<file path="src/rtl/if_xfer_sched.sv">
// Round-robin scheduler that shares one IF port between NUM_REQ requesters.
// Per transaction: grant, cfg handshake, gated beat transfer to programmed length, done pulse.
module if_xfer_sched #(
    parameter int unsigned NUM_REQ    = 4,
    parameter int unsigned PORT_WIDTH = 128,
    parameter int unsigned LEN_WIDTH  = 12
) (
    input  logic                            clk,
    input  logic                            reset,
    input  logic [NUM_REQ-1:0]              req_val,
    input  logic [NUM_REQ*4-1:0]            req_info,
    input  logic [NUM_REQ*LEN_WIDTH-1:0]    req_len,
    output logic [NUM_REQ-1:0]              req_gnt,
    output logic [NUM_REQ-1:0]              req_done,
    output logic                            cfg_val,
    input  logic                            cfg_rdy,
    output logic [3:0]                      cfg_info,
    input  logic [NUM_REQ-1:0]              cli_wr_val,
    input  logic [NUM_REQ*PORT_WIDTH-1:0]   cli_wr_data,
    output logic [NUM_REQ-1:0]              cli_wr_rdy,
    output logic                            if_wr_val,
    output logic [PORT_WIDTH-1:0]           if_wr_data,
    input  logic                            if_wr_rdy,
    input  logic                            if_rd_val,
    output logic [NUM_REQ-1:0]              cli_rd_val,
    input  logic [NUM_REQ-1:0]              cli_rd_rdy,
    output logic                            if_rd_rdy,
    output logic                            busy
);

    localparam int unsigned IdxW = (NUM_REQ > 1) ? $clog2(NUM_REQ) : 1;

    typedef enum logic [1:0] {StIdle, StCfg, StXfer, StDone} state_e;

    state_e               state_q, state_d;
    logic [IdxW-1:0]      rr_ptr_q, rr_ptr_d;
    logic [IdxW-1:0]      gidx_q, gidx_d;
    logic [NUM_REQ-1:0]   gnt_q, gnt_d;
    logic [3:0]           info_q, info_d;
    logic [LEN_WIDTH-1:0] len_q, len_d;
    logic [LEN_WIDTH-1:0] cnt_q, cnt_d;

    logic                 pick_found;
    logic [NUM_REQ-1:0]   pick_oh;
    logic [IdxW-1:0]      pick_idx;
    logic [3:0]           pick_info;
    logic [LEN_WIDTH-1:0] pick_len;
    logic                 beat;
    logic                 rw;

    assign rw = info_q[0];

    // Rotating priority search: first pending request at or above rr_ptr, with wrap.
    always_comb begin
        int unsigned j;
        j          = 0;
        pick_found = 1'b0;
        pick_oh    = '0;
        pick_idx   = '0;
        for (int unsigned i = 0; i < NUM_REQ; i++) begin
            j = 32'(rr_ptr_q) + i;
            if (j >= NUM_REQ) begin
                j = j - NUM_REQ;
            end
            for (int unsigned k = 0; k < NUM_REQ; k++) begin
                if (!pick_found && (k == j) && req_val[k]) begin
                    pick_found = 1'b1;
                    pick_oh[k] = 1'b1;
                    pick_idx   = IdxW'(k);
                end
            end
        end
    end

    always_comb begin
        pick_info = '0;
        pick_len  = '0;
        for (int unsigned i = 0; i < NUM_REQ; i++) begin
            if (pick_oh[i]) begin
                pick_info = pick_info | req_info[i*4 +: 4];
                pick_len  = pick_len | req_len[i*LEN_WIDTH +: LEN_WIDTH];
            end
        end
    end

    // State register
    always_ff @(posedge clk or posedge reset) begin
        if (reset) begin
            state_q  <= StIdle;
            rr_ptr_q <= '0;
            gidx_q   <= '0;
            gnt_q    <= '0;
            info_q   <= '0;
            len_q    <= '0;
            cnt_q    <= '0;
        end else begin
            state_q  <= state_d;
            rr_ptr_q <= rr_ptr_d;
            gidx_q   <= gidx_d;
            gnt_q    <= gnt_d;
            info_q   <= info_d;
            len_q    <= len_d;
            cnt_q    <= cnt_d;
        end
    end

    // Next-state
    always_comb begin
        state_d  = state_q;
        rr_ptr_d = rr_ptr_q;
        gidx_d   = gidx_q;
        gnt_d    = gnt_q;
        info_d   = info_q;
        len_d    = len_q;
        cnt_d    = cnt_q;
        case (state_q)
            StIdle: begin
                if (pick_found) begin
                    state_d = StCfg;
                    gnt_d   = pick_oh;
                    gidx_d  = pick_idx;
                    info_d  = pick_info;
                    len_d   = pick_len;
                end
            end
            StCfg: begin
                if (cfg_rdy) begin
                    state_d = StXfer;
                    cnt_d   = '0;
                end
            end
            StXfer: begin
                if (beat) begin
                    // Exit on the last beat so the counter never needs to wrap.
                    if (cnt_q == len_q) begin
                        state_d = StDone;
                        gnt_d   = '0;
                    end else begin
                        cnt_d = cnt_q + 1'b1;
                    end
                end
            end
            StDone: begin
                state_d  = StIdle;
                rr_ptr_d = (gidx_q == IdxW'(NUM_REQ - 1)) ? '0 : gidx_q + 1'b1;
            end
            default: state_d = StIdle;
        endcase
    end

    // Outputs: beat gating is purely combinational and only open in XFER.
    always_comb begin
        req_gnt    = gnt_q;
        req_done   = '0;
        cfg_val    = (state_q == StCfg);
        cfg_info   = info_q;
        busy       = (state_q != StIdle);
        cli_wr_rdy = '0;
        if_wr_val  = 1'b0;
        if_wr_data = '0;
        cli_rd_val = '0;
        if_rd_rdy  = 1'b0;
        beat       = 1'b0;
        if (state_q == StDone) begin
            for (int unsigned i = 0; i < NUM_REQ; i++) begin
                req_done[i] = (gidx_q == IdxW'(i));
            end
        end
        if (state_q == StXfer) begin
            if (!rw) begin
                cli_wr_rdy = gnt_q & {NUM_REQ{if_wr_rdy}};
                if_wr_val  = |(gnt_q & cli_wr_val);
                for (int unsigned i = 0; i < NUM_REQ; i++) begin
                    if (gnt_q[i]) begin
                        if_wr_data = if_wr_data | cli_wr_data[i*PORT_WIDTH +: PORT_WIDTH];
                    end
                end
                beat = if_wr_val & if_wr_rdy;
            end else begin
                cli_rd_val = gnt_q & {NUM_REQ{if_rd_val}};
                if_rd_rdy  = |(gnt_q & cli_rd_rdy);
                beat       = if_rd_val & if_rd_rdy;
            end
        end
    end

endmodule
</file>
<file path="config.mk">
export PLATFORM = sky130hd
export DESIGN_NAME = if_xfer_sched
export DESIGN_NICKNAME = d
export VERILOG_FILES = /design/src/rtl/if_xfer_sched.sv
export SDC_FILE = /design/constraint.sdc
export NUM_CORES = 1
export LEC_CHECK = 0
export BUFFER_PORTS_ARGS = -buffer_cell sky130_fd_sc_hd__buf_2
export CELL_PAD_IN_SITES_DETAIL_PLACEMENT = 1
export CELL_PAD_IN_SITES_GLOBAL_PLACEMENT = 1
export CORE_AREA = 2 2 291 293
export CTS_CLUSTER_SIZE = 20
export DETAILED_ROUTE_END_ITERATION = 6
export DIE_AREA = 0 0 293 295
export PLACE_DENSITY = 0.33
export SYNTH_ARGS = -nofsm -noshare
export SYNTH_HDL_FRONTEND = slang
export SYNTH_SLANG_ARGS = --single-unit
</file>
<file path="constraint.sdc">
create_clock -name clk -period 4.6 [get_ports clk]
set_input_delay 0.23 -clock clk [delete_from_list [all_inputs] [get_ports clk]]
set_output_delay 0.23 -clock clk [all_outputs]
set_load 0.005 [all_outputs]
</file>
==> metrics list, run 1 <==
- The routed layout has 9673 vias.
- CP Capture Type: primary output
- Headroom to the max-slew limit came out at 24.5%.
- The run finished with clean final reports.
- In the final layout, the share of cells above drive strength 1 is 55.3%.
* Cells resized by post-CTS repair: 0
- Synth-to-Final Area Change: 95.9%
* Tot GR Track Use: 15.2%
- The count of nets left with antenna violations once routing finished came out at 0.
- Top-area cell type share of the netlist area: 38.6%
- The total overflow left after global routing is 0.
* Area of the core region: 83200 um^2
- Post-CTS timing repair inserted 0 buffers for setup.
- The worst register-to-register path has a setup slack of 2060 ps.
- Counting flops and latches in the post-synthesis netlist gives 38.
- Worst path required time: 4370 ps
- Yosys instantiated no cell more often than sky130_fd_sc_hd__a22oi_1.
- Vertical extent of the die: 295 um
* Number of buffers between clock root and the deepest sink: 2
* Hold-fix buffers, CTS: 0
* Clock latency reported for the late side of the worst-skew pair: 290 ps
- Worst ir drop on vdd: 0.000167 V
- Starting density of the core: 6.46%
* Biggest area contributors in the synthesized netlist: sky130_fd_sc_hd__a22oi_1 (39%), sky130_fd_sc_hd__dfrtp_1 (18%), sky130_fd_sc_hd__a21oi_1 (14%), sky130_fd_sc_hd__clkbuf_1 (4.5%), sky130_fd_sc_hd__a221oi_1 (2.6%)
- Share of synthesized flip-flops with an asynchronous set or reset: 100%
* Worst path cell trace: inv_1 -> ha_1 -> nand2b_4 -> buf_12 -> a21oi_1 -> buf_2
- The final critical path takes up 75.3% of the cycle.
- The tool flagged a number of max-cap violations equal to 0.
- Seq/Total Area, Yosys: 17.7%
- Syn Inst Count: 740
- Worst hold path class: primary input to asynchronous set/reset pin
- CTS Root Buffer Type: sky130_fd_sc_hd__clkbuf_16
- Synth cell types: 45
- Critical path start-end classification: flop to primary output
- 745 I/O pins were placed.
- Setup repair after global routing left no endpoint under its margin.
- Cts bufs inserted: 5
- The worst register-to-register path has a depth of 8.
- In this run, the number of DRC markers left after iteration 0 of detailed routing was 498.
- CTS built an H-tree with a depth of 2.
* Number of warnings printed during yosys synthesis: 0
- Adding up every negative setup slack in the final design gives 0 ps.
- Number of detailed-route iterations in the first pass: 4
- For this run, design rule violations remaining after detail routing come to 0.
* Leakage power figure: 4.89 nW
- Biggest area consumer among synthesized cells: sky130_fd_sc_hd__a22oi_1
- Antenna violations before repair: 15
- Count of fill cells added during filler insertion: 10.3k
* Cell family with the largest share of critical-path delay: buffers and inverters
- Ranked by instance count, the synthesized netlist is headed by sky130_fd_sc_hd__a22oi_1 (276), sky130_fd_sc_hd__a21oi_1 (149), sky130_fd_sc_hd__clkbuf_1 (65).
- Number of global-route vias before repair: 10.2k
* Pre-CTS worst setup slack: 1410 ps
- Setup Viol. Count Final: 0
- After floorplanning, the core was divided into 106 placement rows.
* Port Buffers: 744
* Post-synthesis area per instance: 7.26 um^2
- Arrival time of data at the critical path endpoint: 3230 ps
- Highest clock frequency the design can meet: 289 MHz
- Number of sinks on the clock net: 38
- Wire length of the first global-routing pass: 90900 um
- Number of failing hold endpoints at the final stage: 0
* Ratio of routed vias to standard cells: 3.86
- Number of nets in the synthesized netlist: 1342
* HPWL Detailed: 61300 um
* Post-Synthesis Cell Area: 5370 um^2
* Post-layout min period: 3460 ps
* CTS clock-pin slew for the worst setup and hold paths: 70 ps
* Final net count: 2027
* Die Span X: 293 um
- Power Density: 459 nW/um^2
- Highest cell delay on the worst timing path: 650 ps
* Pins over their slew limit: 0
- Sum of routed wire length over all layers: 69900 um
* Flip-flop cell with the highest count after synthesis: sky130_fd_sc_hd__dfrtp_1
* Crit path buf inv count: 3
- The worst setup path is launched from a flop.
- For this design, the slowest cell found on the critical path is sky130_fd_sc_hd__a21oi_1.
* Setup slack of the critical path after layout: 1140 ps
- Number of flops mapped to enable cells by yosys: 0
- The die covers 86400 um^2.
- Wire length per cell after detailed routing: 27.9 um
- Stages on the worst setup path: 6
* Clock tree from TritonCTS: yes
- Last weighted congestion value of the routability-driven placer: 0.920
* Critical Path Fanout Max: 50
* Largest clock skew in the final design: 5.25 ps
- Slew at the pin closest to its max-slew limit: 1130 ps
- Entering global routing, the biggest net connects 62 pins.
-- power by group --
part	total [W]	internal, W	switching, W	leakage [nW]
clock	0.000482	0.000313	0.000169	0.0940
sequential	0.000789	0.000463	0.000326	0.468
combinational	0.00356	0.00119	0.00237	4.33
-- per-stage QoR --
step           power, W  utilization [%]  instance area, um^2  hold WS [ps]  std cells
2_1_floorplan   0.00237                -                 5370           422        740
3_3_place_gp    0.00449             12.4                10300           443       2498
3_5_place_dp    0.00447             12.4                10300           442       2498
4_1_cts         0.00498             12.6                10500           118       2506
5_1_grt         0.00522             12.6                10500           148       2506
6_report        0.00483             12.7                10500          91.1       2508
-- cell families after synthesis --
family	after synthesis	synth area share, %
AO/OA/AOI/OAI	479	60.6
buffers and inverters	100	7.45
AND/OR/NAND/NOR	100	9.69
flip-flops	38	17.7
XOR/XNOR	12	1.96
adder cells (fa/ha/maj)	9	2.10
multiplexers	2	0.466
-- area by class of cell --
type                    count  area, um^2  share of cell area [%]
well taps                1080        1350                    12.8
clock inverters             3        68.8                   0.654
repair buffers            767        3930                    37.4
multi-input cells         602        4030                    38.3
inverters                  11        41.3                   0.392
diodes                      2        5.00                  0.0476
clock buffers               5         125                    1.19
flip-flops and latches     38         966                    9.18
-- path summary, 6_finish.rpt --
check | startpoint | end
setup / recovery | state_q[0] | if_wr_data[61]
hold / removal | reset | state_q[0]
setup reg to reg | state_q[0] | cnt_q[9]
hold reg to reg | cfg_info[2] | cfg_info[2]
max in group asynchronous | reset | req_gnt[1]
min in group clk | req_info[15] | cfg_info[3]
-- per-layer routing --
layer | routed length (um) | GRT usage [%] | vias up
met5 | 69 | 0 | -
met4 | 752 | 1.80 | 10
met3 | 6190 | 4.55 | 39
met2 | 33800 | 26.3 | 549
met1 | 29100 | 19.0 | 4695
li1 | - | - | 4380
-- worst reg2reg max path, stage by stage (launching register included) --
cell and delay, ps:
sky130_fd_sc_hd__dfrtp_1 440, sky130_fd_sc_hd__inv_1 140, sky130_fd_sc_hd__ha_1 580, sky130_fd_sc_hd__o21ai_0 220, sky130_fd_sc_hd__buf_4 220, sky130_fd_sc_hd__nor2_1 210
sky130_fd_sc_hd__nand3_1 130, sky130_fd_sc_hd__or3_1 360, sky130_fd_sc_hd__a21boi_0 170
-- registers in the layout (all words and copies together) (netlist names) --
name and cells:
cfg_info 4, cnt_q 12, gidx_q 2, len_q 12, req_gnt 4, rr_ptr_q 2, state_q 2
-- placed cells by master (no fill, tap or decap), types with 3 or more instances in the layout --
| cell | n |
|---|---|
| sky130_fd_sc_hd__nand2b_1 | 3 |
| sky130_fd_sc_hd__dfrtp_1 | 34 |
| sky130_fd_sc_hd__nor4_1 | 3 |
| sky130_fd_sc_hd__dfrtp_4 | 4 |
| sky130_fd_sc_hd__a22o_1 | 4 |
| sky130_fd_sc_hd__nand2_1 | 19 |
| sky130_fd_sc_hd__or4_1 | 5 |
| sky130_fd_sc_hd__nor2_1 | 25 |
| sky130_fd_sc_hd__buf_4 | 20 |
| sky130_fd_sc_hd__o22ai_1 | 3 |
| sky130_fd_sc_hd__xnor2_1 | 12 |
| sky130_fd_sc_hd__o211ai_1 | 3 |
| sky130_fd_sc_hd__and3_1 | 9 |
| sky130_fd_sc_hd__o21ai_0 | 12 |
| sky130_fd_sc_hd__nand3_1 | 10 |
| sky130_fd_sc_hd__a22oi_1 | 276 |
| sky130_fd_sc_hd__buf_12 | 3 |
| sky130_fd_sc_hd__inv_1 | 11 |
| sky130_fd_sc_hd__o211a_1 | 3 |
| sky130_fd_sc_hd__clkbuf_16 | 5 |
| sky130_fd_sc_hd__o311ai_0 | 4 |
| sky130_fd_sc_hd__nand4_1 | 5 |
| sky130_fd_sc_hd__ha_1 | 9 |
| sky130_fd_sc_hd__a21oi_1 | 149 |
| sky130_fd_sc_hd__a221oi_1 | 16 |
| sky130_fd_sc_hd__and2_1 | 10 |
| sky130_fd_sc_hd__buf_2 | 744 |
No activity file was read; power rests on OpenSTA's default activity.
==> run 2: changes to the inputs <==
--- a/config.mk
+++ b/config.mk
@@ -8,11 +8,11 @@
 export BUFFER_PORTS_ARGS = -buffer_cell sky130_fd_sc_hd__buf_2
 export CELL_PAD_IN_SITES_DETAIL_PLACEMENT = 1
 export CELL_PAD_IN_SITES_GLOBAL_PLACEMENT = 1
-export CORE_AREA = 2 2 291 293
+export CORE_AREA = 2 2 289 291
 export CTS_CLUSTER_SIZE = 20
 export DETAILED_ROUTE_END_ITERATION = 6
-export DIE_AREA = 0 0 293 295
-export PLACE_DENSITY = 0.33
+export DIE_AREA = 0 0 291 293
+export PLACE_DENSITY = 0.35
 export SYNTH_ARGS = -nofsm -noshare
 export SYNTH_HDL_FRONTEND = slang
 export SYNTH_SLANG_ARGS = --single-unit
==> constraint.sdc (replaced) <==
create_clock -name clk -period 3.18 [get_ports clk]
set_input_delay 0.159 -clock clk [delete_from_list [all_inputs] [get_ports clk]]
set_output_delay 0.159 -clock clk [all_outputs]
set_load 0.005 [all_outputs]
==> run 2 against run 1 <==
  * Largest power group unchanged
  * Clock power up 43%
  * Total power up 41%
  * Global-route usage down 0.70 points
  * Cell count up 1.4%
  * Count of clock-buffer cells in the layout up 1
  * Critical path type unchanged
  * Sequential cell count unchanged
  * Setup slack worse by 860 ps
  * Sequential share of layout area down 0.28 points
  * Highest routed layer unchanged
  * Non-clock buffer count up 38
==> metrics list, run 2 (same netlist as run 1, synthesis figures left out) <==
- For this configuration, the core starts out at a cell density of 6.56%.
* Critical R2R Capture: state_q[1]
- Share of layout cells above drive strength 1: 56.4%
* Number of failing hold endpoints at the final stage: 0
- Worst path required time: 3020 ps
- Summed over all cells, the static leakage comes to 5.08 nW.
- The later pin in the worst-skew pair is clocked with a latency of 290 ps.
* Worst path cell trace: buf_12 -> a22oi_1 -> buf_4 -> a21oi_1 -> buf_2
- Number of setup buffers added after CTS: 0
- At the worst endpoint, the arrival time is 2740 ps.
* Port Buffers: 744
* Number of sinks on the clock net: 38
- Wire length of the first global-routing pass: 87700 um
- Final net count: 2065
- The count of nets left with antenna violations once routing finished came out at 0.
* Cts bufs inserted: 5
- The die is 291 um wide.
- Count of standard-cell rows: 105
* Ratio of routed vias to standard cells: 3.80
- Wire length per cell after detailed routing: 25.7 um
- Along the worst path, the maximum fanout reaches 52.
* Number of detailed-route iterations in the first pass: 5
- DRC violation total after the first TritonRoute iteration: 395
- From synthesis to final layout, the design area changed by 102%.
- Outcome: finished clean
- Worst hold margin: 43.5 ps
- For the pin with the worst max-slew slack, the measured transition is 1070 ps.
* Most frequent cells in the layout: sky130_fd_sc_hd__buf_2 (744), sky130_fd_sc_hd__a22oi_1 (276), sky130_fd_sc_hd__a21oi_1 (149)
* Sum of routed wire length over all layers: 65300 um
- CTS Root Buffer Type: sky130_fd_sc_hd__clkbuf_16
* Setup Viol. Count Final: 0
* Critical path start-end classification: flop to primary output
- Tot GR Track Use: 14.5%
- In this run the worst hold path is classified as primary input to asynchronous set/reset pin.
- Clock skew on the completed layout was measured at 4.06 ps.
- Post-layout min period: 2900 ps
- Across the VDD grid, the largest voltage drop is 0.000297 V.
- The worst setup path is launched from a flop.
- Pre-CTS worst setup slack: 515 ps
* Power Density: 628 nW/um^2
- Via total after detailed routing: 9673
- The final number of max-transition violations came to 0.
- Across the run, the number of max-cap violations was 0.
- The clock passes through at most 2 buffers.
- After clock tree synthesis, the clock-pin slew on the worst setup and hold paths is 60 ps.
- Number of placed I/O pins: 745
- Final core utilization: 13.3%
- After detailed routing, the number of remaining DRC violations is 0.
- Cells resized by post-CTS repair: 0
- Summing internal, switching and leakage power gives 0.00682 W.
* Critical-path top delay cell: sky130_fd_sc_hd__a21oi_1
* Largest regs: cnt_q: 12 flops, len_q: 12 flops
- The H-tree was split into 2 levels.
- Leaving out fill and tap cells, the most frequent cell in the layout is sky130_fd_sc_hd__buf_2.
- Entering global routing, the biggest net connects 70 pins.
- After global routing the overflow that remains totals 0.
* Max transition margin: 28.5%
- For this run, the top clock speed supported by timing is 344 MHz.
- RSZ-0062 raised after global routing: no
- Setup slack of the critical path after layout: 276 ps
- For this run, the slowest stage of the critical path takes 770 ps.
* Clock tree from TritonCTS: yes
* HPWL Detailed: 56900 um
* Antenna violations before repair: 26
* Total Die Area: 85300 um^2
* Final sum of negative setup slack: 0 ps
* CP Capture Type: primary output
- Area of the core region: 81800 um^2
* Worst reg-to-reg path cell count: 6
- Hold-fix buffers, CTS: 0
- Worst reg-to-reg setup slack: 1030 ps
* Number of global-route vias before repair: 10.3k
- In the finished design, the share of the clock period the worst path needs comes to 91.3%.
* Vertical extent of the die: 293 um
- Startpoint of the worst register-to-register path: req_gnt[2]
* Last weighted congestion value of the routability-driven placer: 0.867
run 2: cell types whose count changed in the layout (fill, tap and decap cells not counted), sizes merged:
| cell | before | now |
|---|---|---|
| diode | 2 | 10 |
| clkbuf | 5 | 6 |
| clkinv | 1 | 0 |
| buf | 767 | 805 |
run 2: critical path, delay by kind of cell (launching register included):
kind / cells / cell delay [ps]
AO/OA/AOI/OAI: 2 / 1020
buffers and inverters: 3 / 730
flip-flops: 1 / 620
run 2: power breakdown:
part / switching, W / total (W) / internal [W]
sequential: 0.000312 / 0.000985 / 0.000673
combinational: 0.00320 / 0.00515 / 0.00195
clock: 0.000218 / 0.000690 / 0.000472
run 2: worst max path at each step:
| stage | slack (ps) | cells after the start | start | end |
|---|---|---|---|---|
| 6_report | 280 | 5 | req_gnt[0] | if_wr_data[49] |
| 3_5_place_dp | 520 | 7 | state_q[0] | if_wr_data[51] |
| 5_1_grt | 110 | 7 | state_q[0] | if_wr_data[51] |
| 2_1_floorplan | 1370 | 6 | cnt_q[0] | state_q[1] |
| 4_1_cts | 190 | 7 | state_q[0] | if_wr_data[51] |
| 3_3_place_gp | 510 | 7 | state_q[0] | if_wr_data[51] |
run 2: area by class of cell:
| class | instances | area [um^2] |
|---|---|---|
| well taps | 1070 | 1340 |
| repair buffers | 805 | 4260 |
| fillers | 10000 | 71000 |
| clock buffers | 6 | 139 |
| clock inverters | 2 | 60.1 |
| inverters | 11 | 41.3 |
| flip-flops and latches | 38 | 966 |
| diodes | 10 | 25.0 |
| multi-input cells | 602 | 4030 |
run 2: stage by stage:
stage | cells | cell area (um^2)
floorplan | 740 | 5370
global placement | 2526 | 10600
detailed placement | 2526 | 10600
CTS | 2534 | 10800
global route | 2538 | 10800
finish | 2544 | 10900
run 2: layer usage:
metal  global-route usage [%]  share of wire (%)
met2                     25.1                 48
met1                     18.9                 44
met3                     3.26                6.2
met4                     1.60                1.2
met5                        0               0.21
==> run 3: changes to the inputs <==
--- a/config.mk
+++ b/config.mk
@@ -8,11 +8,12 @@
 export BUFFER_PORTS_ARGS = -buffer_cell sky130_fd_sc_hd__buf_2
 export CELL_PAD_IN_SITES_DETAIL_PLACEMENT = 1
 export CELL_PAD_IN_SITES_GLOBAL_PLACEMENT = 1
-export CORE_AREA = 2 2 289 291
+export CORE_AREA = 2 2 290 292
+export CTS_BUF_LIST = sky130_fd_sc_hd__clkbuf_16
 export CTS_CLUSTER_SIZE = 20
 export DETAILED_ROUTE_END_ITERATION = 6
-export DIE_AREA = 0 0 291 293
-export PLACE_DENSITY = 0.35
+export DIE_AREA = 0 0 292 294
+export PLACE_DENSITY = 0.33
 export SYNTH_ARGS = -nofsm -noshare
 export SYNTH_HDL_FRONTEND = slang
 export SYNTH_SLANG_ARGS = --single-unit
==> constraint.sdc (replaced) <==
create_clock -name clk -period 3.17 [get_ports clk]
set_input_delay 0.1585 -clock clk [delete_from_list [all_inputs] [get_ports clk]]
set_output_delay 0.1585 -clock clk [all_outputs]
set_load 0.005 [all_outputs]
==> run 3 against run 2 <==
  * Via count up 1.1%
  * Non-clock buffer count up 5
  * Clock skew up 5.4 ps
  * Sequential cell count unchanged
  * First-iteration DRC count up 28%
  * Wire length up 7.7%
  * Setup slack better by 11 ps
==> metrics list, run 3 (same netlist as run 1, synthesis figures left out) <==
* Outcome: finished clean
- Cell family with the largest share of critical-path delay: compound AO/OA/AOI/OAI gates
* Number of placed instances with taps included: 2540
- Highest clock frequency the design can meet: 347 MHz
- The total area inside the core boundary comes to 82900 um^2.
- Summed over all cells, the static leakage comes to 5.08 nW.
- The floorplan has 106 rows.
- Met3 GRT Util: 5.97%
- The via count of the first global-routing pass came to 10.5k.
- The initial antenna violation count came to 30.
- Worst path required time: 3010 ps
- Setup repair after global routing left no endpoint under its margin.
- For this run, design rule violations remaining after detail routing come to 0.
- With fillers left out, the area of the finished cells amounts to 10900 um^2.
- In the final routed layout, each cell accounts on average for 27.5 um.
- The tree built by TritonCTS fans out to 38 sinks.
* Number of failing hold endpoints at the final stage: 0
* CP Capture Type: primary output
* Post-layout instance count excluding filler cells: 2559
* Port Buffers: 744
- The die covers 85800 um^2.
* Setup slack of the critical path after layout: 287 ps
- Share of layout cells above drive strength 1: 56.4%
- Pin count of the biggest net entering global routing: 68
- Synth-to-Final Area Change: 102%
* Worst ir drop on vdd: 0.000256 V
- Of all nets on the critical path, the largest fanout is 35.
* Dpl cell area: 10700 um^2
* Clock latency reported for the late side of the worst-skew pair: 300 ps
* CTS Root Buffer Type: sky130_fd_sc_hd__clkbuf_16
- Slew at the pin closest to its max-slew limit: 908 ps
- CTS clock-pin slew for the worst setup and hold paths: 60 ps
* Pins over their slew limit: 0
- Last weighted congestion value of the routability-driven placer: 0.878
* Final critical-path share of the clock period: 90.9%
- Cells resized by post-CTS repair: 0
- In this run the vertical extent of the chip is 294 um.
* DRC violation total after the first TritonRoute iteration: 507
- In this run the remaining antenna-violating nets after routing total 0.
- Critical-path top delay cell: sky130_fd_sc_hd__dfrtp_4
- Worst hold path class: primary input to flop
* Max transition margin: 39.5%
- Clock tree from TritonCTS: yes
- The die is 292 um wide.
- Count of fill cells added during filler insertion: 10.2k
- For this block, the routed nets add up to 70300 um of wire.
- 745 I/O pins were placed.
- Number of buffers between clock root and the deepest sink: 2
- Wire length of the first global-routing pass: 91700 um
- Global routing used 15.4% of the available tracks.
- Number of setup buffers added after CTS: 0
- Most Used Layer, Global Route: met2
* Pre-CTS worst setup slack: 437 ps
* Starting density of the core: 6.48%
* Met2 usage in global routing: 25.2%
- Summed over all layers, the global routing overflow is 0.
- Walking the worst path, the cells encountered are buf_4 -> a22oi_1 -> buf_4 -> a21oi_1 -> buf_2.
- STA classifies the critical path startpoint as a flop.
- Most frequent standard cell in the layout excluding fill and tap cells: sky130_fd_sc_hd__buf_2
- Counting stages on the worst path, the most repeated cell is sky130_fd_sc_hd__buf_4.
- For this run, the slowest stage of the critical path takes 760 ps.
- Cts bufs inserted: 5
- Critical path start-end classification: flop to primary output
- Detailed routing inserted a total of 9784 vias.
- Setup Viol. Count Final: 0
* Met1 layer usage reported by global route: 19.1%
- Largest regs: cnt_q: 12 flops, len_q: 12 flops
- Number of levels the H-tree was split into: 2
- The first detailed-routing pass ran for 5 iterations.
* Post-layout min period: 2880 ps
- In the final design database the tool counted 2070 nets.
- The library cells used most frequently in the layout, excluding fill and tap cells, are sky130_fd_sc_hd__buf_2 (744), sky130_fd_sc_hd__a22oi_1 (276), sky130_fd_sc_hd__a21oi_1 (149).
- Max-capacitance violation count: 0
* Ratio of routed vias to standard cells: 3.82
- Across the routed clock network, the largest skew measured is 9.43 ps.
* Arrival time of data at the critical path endpoint: 2720 ps
- Setup total negative slack on the finished layout was measured at 0 ps.
* Power Density: 641 nW/um^2
- The number of buffers and inverters on the critical path is 3.
- HPWL Detailed: 62000 um
- Hold-fix buffers, CTS: 1
==> run 3: changes by cell type in the layout (fill, tap and decap cells not counted) <==
cell,delta
sky130_fd_sc_hd__buf_12,+2
sky130_fd_sc_hd__buf_4,+2
sky130_fd_sc_hd__bufinv_16,-2
sky130_fd_sc_hd__clkbuf_8,-1
sky130_fd_sc_hd__clkinv_1,+1
sky130_fd_sc_hd__clkinv_2,+1
sky130_fd_sc_hd__dlygate4sd3_1,+1
sky130_fd_sc_hd__inv_1,+1
==> run 3: cell type report <==
type,count,area [um^2],area share (%)
diodes,10,25.0,0.230
clock buffers,5,125,1.15
clock inverters,3,12.5,0.115
inverters,11,41.3,0.380
multi-input cells,602,4030,37.1
flip-flops and latches,38,966,8.88
well taps,1080,1350,12.4
repair buffers,810,4320,39.8
==> run 3: worst reg2reg max path, delay by kind of cell, from the launching register on <==
family / cells / cell delay [ps]
AO/OA/AOI/OAI: 4 / 1060
flip-flops: 1 / 760
AND/OR/NAND/NOR: 2 / 290
==> run 3: per-stage QoR <==
| stage | hold slack (ps) | total power [W] | util [%] |
|---|---|---|---|
| 4_1_cts | 156 | 0.00716 | 13.1 |
| 2_1_floorplan | 351 | 0.00344 | - |
| 3_5_place_dp | 299 | 0.00661 | 12.9 |
| 3_3_place_gp | 288 | 0.00660 | 12.9 |
| 6_report | 161 | 0.00697 | 13.1 |
| 5_1_grt | 190 | 0.00758 | 13.1 |
==> run 3: final timing paths <==
kind,from,to,slack (ps),cells past startpoint
worst min-delay path,req_len[12],len_q[0],160,3
min in group asynchronous,reset,len_q[7],510,3
worst min register to register,cfg_info[2],cfg_info[2],550,2
worst max-delay path,req_gnt[0],if_wr_data[127],290,5
worst max register to register,req_gnt[0],cnt_q[7],950,6
max in group asynchronous,reset,req_gnt[0],1780,4
==> run 3: layer usage <==
| metal | vias to the layer above | wire length (um) |
|---|---|---|
| met5 | - | 114 |
| met4 | 18 | 1590 |
| met3 | 74 | 6970 |
| met2 | 542 | 32200 |
| met1 | 4672 | 29400 |
| li1 | 4478 | - |
==> run 3: power by group <==
part | switching [W] | total, W | internal (W) | leakage [nW]
registers | 0.000344 | 0.00102 | 0.000674 | 0.468
clock network | 0.000230 | 0.000516 | 0.000286 | 0.0725
logic | 0.00342 | 0.00544 | 0.00202 | 4.54
